File: config.mk
export PLATFORM = sky130hd
export DESIGN_NAME = vx_tag_reorder
export DESIGN_NICKNAME = d
export VERILOG_FILES = /design/src/rtl/vx_tag_reorder.sv
export SDC_FILE = /design/constraint.sdc
export NUM_CORES = 1
export LEC_CHECK = 0
export BUFFER_PORTS_ARGS = -buffer_cell sky130_fd_sc_hd__buf_2
export CORE_MARGIN = 2
export CORE_UTILIZATION = 35
export DETAILED_ROUTE_END_ITERATION = 7
export GPL_TIMING_DRIVEN = 0
export SLEW_MARGIN = 20
export SYNTH_ARGS = -nofsm -noshare
export SYNTH_HDL_FRONTEND = slang
export SYNTH_SLANG_ARGS = --single-unit
File: constraint.sdc
create_clock -name clk -period 4.39 [get_ports clk]
set_clock_uncertainty 0.15 [all_clocks]
set_input_delay 0.2195 -clock clk [delete_from_list [all_inputs] [get_ports clk]]
set_output_delay 0.2195 -clock clk [all_outputs]
set_load 0.1 [all_outputs]
File: src/rtl/vx_tag_reorder.sv
// vx_tag_reorder: hands out tags in circular order and retires out-of-order responses in allocation order.
// Optional one-entry output register: define VX_TAG_REORDER_OUTREG_EN.
module vx_tag_reorder #(
  parameter int DATAW = 1,
  parameter int SIZE  = 4,
  parameter int ADDRW = (SIZE > 1) ? $clog2(SIZE) : 1
) (
  input  logic             clk,
  input  logic             reset,
  input  logic             alloc_valid,
  output logic             alloc_ready,
  output logic [ADDRW-1:0] alloc_tag,
  input  logic             resp_valid,
  input  logic [ADDRW-1:0] resp_tag,
  input  logic [DATAW-1:0] resp_data,
  output logic             out_valid,
  output logic [ADDRW-1:0] out_tag,
  output logic [DATAW-1:0] out_data,
  input  logic             out_ready,
  output logic             empty,
  output logic             full
);
  localparam int CNTW = $clog2(SIZE + 1);

  logic [ADDRW-1:0] wr_ptr;
  logic [ADDRW-1:0] rd_ptr;
  logic [CNTW-1:0]  count;
  logic [SIZE-1:0]  done;
  logic [DATAW-1:0] ram [SIZE];

  logic head_valid;
  logic deq_ready;
  logic alloc_fire;
  logic pop;

  function automatic logic [ADDRW-1:0] ptr_inc(input logic [ADDRW-1:0] p);
    ptr_inc = (p == ADDRW'(SIZE - 1)) ? '0 : p + 1'b1;
  endfunction

  assign full        = (count == CNTW'(SIZE));
  assign empty       = (count == '0);
  assign alloc_ready = ~full;
  assign alloc_tag   = wr_ptr;
  assign head_valid  = done[rd_ptr];
  assign alloc_fire  = alloc_valid & ~full;
  assign pop         = head_valid & deq_ready;

  always_ff @(posedge clk or posedge reset) begin
    if (reset) begin
      wr_ptr <= '0;
      rd_ptr <= '0;
      count  <= '0;
    end else begin
      if (alloc_fire) wr_ptr <= ptr_inc(wr_ptr);
      if (pop)        rd_ptr <= ptr_inc(rd_ptr);
      case ({alloc_fire, pop})
        2'b10:   count <= count + 1'b1;
        2'b01:   count <= count - 1'b1;
        default: count <= count;
      endcase
    end
  end

  // A legal response never targets the head in the cycle it retires, so the order of these two is moot.
  always_ff @(posedge clk or posedge reset) begin
    if (reset) begin
      done <= '0;
    end else begin
      if (pop)        done[rd_ptr]   <= 1'b0;
      if (resp_valid) done[resp_tag] <= 1'b1;
    end
  end

  always_ff @(posedge clk) begin
    if (resp_valid) ram[resp_tag] <= resp_data;
  end

`ifdef VX_TAG_REORDER_OUTREG_EN
  logic             oreg_valid;
  logic [ADDRW-1:0] oreg_tag;
  logic [DATAW-1:0] oreg_data;

  // The register refills whenever it is vacant or being drained, so throughput stays one per cycle.
  assign deq_ready = ~oreg_valid | out_ready;

  always_ff @(posedge clk or posedge reset) begin
    if (reset) begin
      oreg_valid <= 1'b0;
      oreg_tag   <= '0;
      oreg_data  <= '0;
    end else if (deq_ready) begin
      oreg_valid <= head_valid;
      oreg_tag   <= rd_ptr;
      oreg_data  <= ram[rd_ptr];
    end
  end

  assign out_valid = oreg_valid;
  assign out_tag   = oreg_tag;
  assign out_data  = oreg_data;
`else
  assign deq_ready = out_ready;
  assign out_valid = head_valid;
  assign out_tag   = rd_ptr;
  assign out_data  = ram[rd_ptr];
`endif

`ifndef SYNTHESIS
  int resp_off;
  always_comb resp_off = (int'(resp_tag) + SIZE - int'(rd_ptr)) % SIZE;

  // A response must name a tag that is in flight and not yet completed.
  always @(posedge clk) begin
    if (!reset && resp_valid)
      assert (resp_off < int'(count) && !done[resp_tag]);
  end
`endif

endmodule

==> out/qor.yml <==
fmax_mhz: 418.0
max_stage_delay_ps: 440
ctsHtreeMaxLevel: 1
synth_cell_types: 26
clock_path_buffers: 2
slew_headroom: 0.6779
final_antenna_net_count: 0
wl_per_cell_um: 11.32
grt_max_degree: 12
crit_start: "out_tag[0]"
r2r_start: "out_tag[0]"
syn-mean-instance-area_um2: 12.64
syn2layout_area_growth_pct: 19.34
synth_commonest_cells: "dfrtp_1 (11), inv_1 (8), ha_1 (6), nor2_1 (6), edfxtp_1 (4)"
avgViaCountPerCell: 4.733
maxCapViolations: 0
core_mm2: 0.002233
cpMostUsedCell: "xor2_1"
cts.reportedPaths.clkPinSlew_ps: 90
cp-start-kind: "flop"
grt_use_met2: 0.1792
synth_top_cell_by_area: "dfrtp_1"
path_class: "flop to flop"
yosysSeqAreaShare: 0.4738
place.gp.congestion: 0.7203
syn_nets: 81
antennaDiodeCount: 0
synth_edf_count: 4
stdcell_area_um2: 996.0
r2r_slack_ps: 2000
io_buffers: 16
met1_usage: 0.1504
reg2reg_to: "count[2]"
worst_slew_pin_slew_ps: 486.6
grtUsageTotal: 0.1182
grt_most_used_layer: "met2"
rr_worst_depth: 9
cts_buffers: 3
setup-tns-final_ps: 0
layout-drive-gt1-share: 0.3295
fp.dieH_um: 52.83
syn_area_um2: 834.6
finalHoldViolCount: 0
final_max_slew_viol_count: 0
synthFlopType: "dfrtp_1"
period_needed_ps: 2392
endpoint_kind: "flop"
grt_overflow: 0
min_period_over_period: 0.5449
setup_violations: 0
vias: 549
drt_wl_total_mm: 1.313
antenna_found_initial: 0
synth_warnings: 0
grt_pass1_wl_mm: 2.263
cp_max_fo: 7
io_pins: 17
critical_path_required_ps: 4450
drtIter0Drc: 3
first_pass_iters: 2
ctsHoldBuffers: 2
hold_start: "resp_tag[1]"
grt_pass1_vias: 525
die-area_mm2: 0.002791
placed_cell_area_um2: 949.7
initial_core_util: 0.3737
cts_tree: "done"
synthCells: 66
synth.area.top_cells: "dfrtp_1 (33%), edfxtp_1 (14%), ha_1 (9.0%), inv_1 (3.6%), mux2_4 (3.6%)"
crit_end: "count[2]"
status: "finished, final reports clean"
grt_use_met3: 0.02571
slowest_stage: "dfrtp_1"
cts_sinks: 15
nNetsFinal: 104
root_buffer: "clkbuf_4"
clkLatencyLatePin_ps: 280
synth-seq-cells: 15
crit_arrival_ps: 2450
async_reset_ff_frac: 0.7333
synth_top_area_share: 0.3298
rows: 17
dp_hpwl_mm: 1.002
rsz0062_at_grt: "false"
drc_errors: 0
crit_chain: "buf_6 -> mux2i_2 -> o22ai_4 -> ha_1 -> inv_1 -> fa_1 -> xor2_1 -> nor2_1 -> xor2_1"
yosysMostFrequentCell: "dfrtp_1"
hp-class: "input port to flop"
cts_setup_buffers: 0
die_w_um: 52.83
cts_resized: 0
[stage by stage]
step	worst slack, ps	std cells	hold WS, ps	utilization
5_1_grt	1847	116	125.8	0.4459
2_1_floorplan	1183	66	-78.06	-
4_1_cts	1969	116	114.1	0.4459
3_3_place_gp	1999	110	92.84	0.4252
6_report	1998	116	116.3	0.4459
3_5_place_dp	2010	110	88.97	0.4252
[layer usage]
layer / share of wire / up-vias
met5: 0 / -
met3: 0.039 / 5
met2: 0.45 / 9
li1: - / 271
met1: 0.49 / 264
met4: 0.028 / 0
[cell type report]
cell class | instances | area, um2
buffer | 1 | 11.26
clock buffer | 4 | 26.28
timing repair buffer | 18 | 100.1
sequential | 15 | 395.4
inverter | 8 | 30.03
fill | 212 | 1237
tap | 28 | 35.03
multi-input combinational | 42 | 397.9
[state kept, by name, summed over array words and instances, names as in the netlist]
name and count:
alloc_tag 2, count 3, done 4, out_tag 2
ram 4
[worst min path at each step]
stage	endpoint	slack, ps	cells after the start
floorplan	alloc_tag[0]	-80	1
global placement	out_tag[0]	90	2
detailed placement	out_tag[0]	90	2
CTS	done[0]	110	4
global route	ram[0]	130	2
finish	done[0]	120	4
[worst max-delay path, delay by kind of cell, from the launching register on]
| kind | cells | cell delay [ps] |
|---|---|---|
| compound gates | 1 | 310 |
| xor+xnor | 2 | 310 |
| simple gates | 1 | 110 |
| flops | 1 | 440 |
| mux | 1 | 170 |
| buf+inv | 2 | 220 |
| fa+ha+maj | 2 | 620 |
[cells by family after synthesis]
group           share of synthesized area
buf+inv                           0.04948
compound gates                    0.05398
xor+xnor                          0.03149
simple gates                       0.1259
mux                                0.1514
flops                              0.4738
fa+ha+maj                          0.1139
[placed cells by master, fill, tap and decap left out, types with 2 or more instances in the layout]
master / n
mux2i_2: 2
nor2_1: 6
mux2_2: 2
clkbuf_4: 3
ha_1: 6
mux2i_1: 2
nand2_1: 2
and3b_1: 2
inv_1: 8
dfrtp_1: 11
edfxtp_1: 4
dlygate4sd3_1: 2
nor2b_1: 3
a21oi_1: 2
xor2_1: 2
mux2_4: 2
buf_2: 16
Power is left out: the tool's default activity adds up to more than one toggle a clock period on the data nets, which glitch-free logic cannot reach.
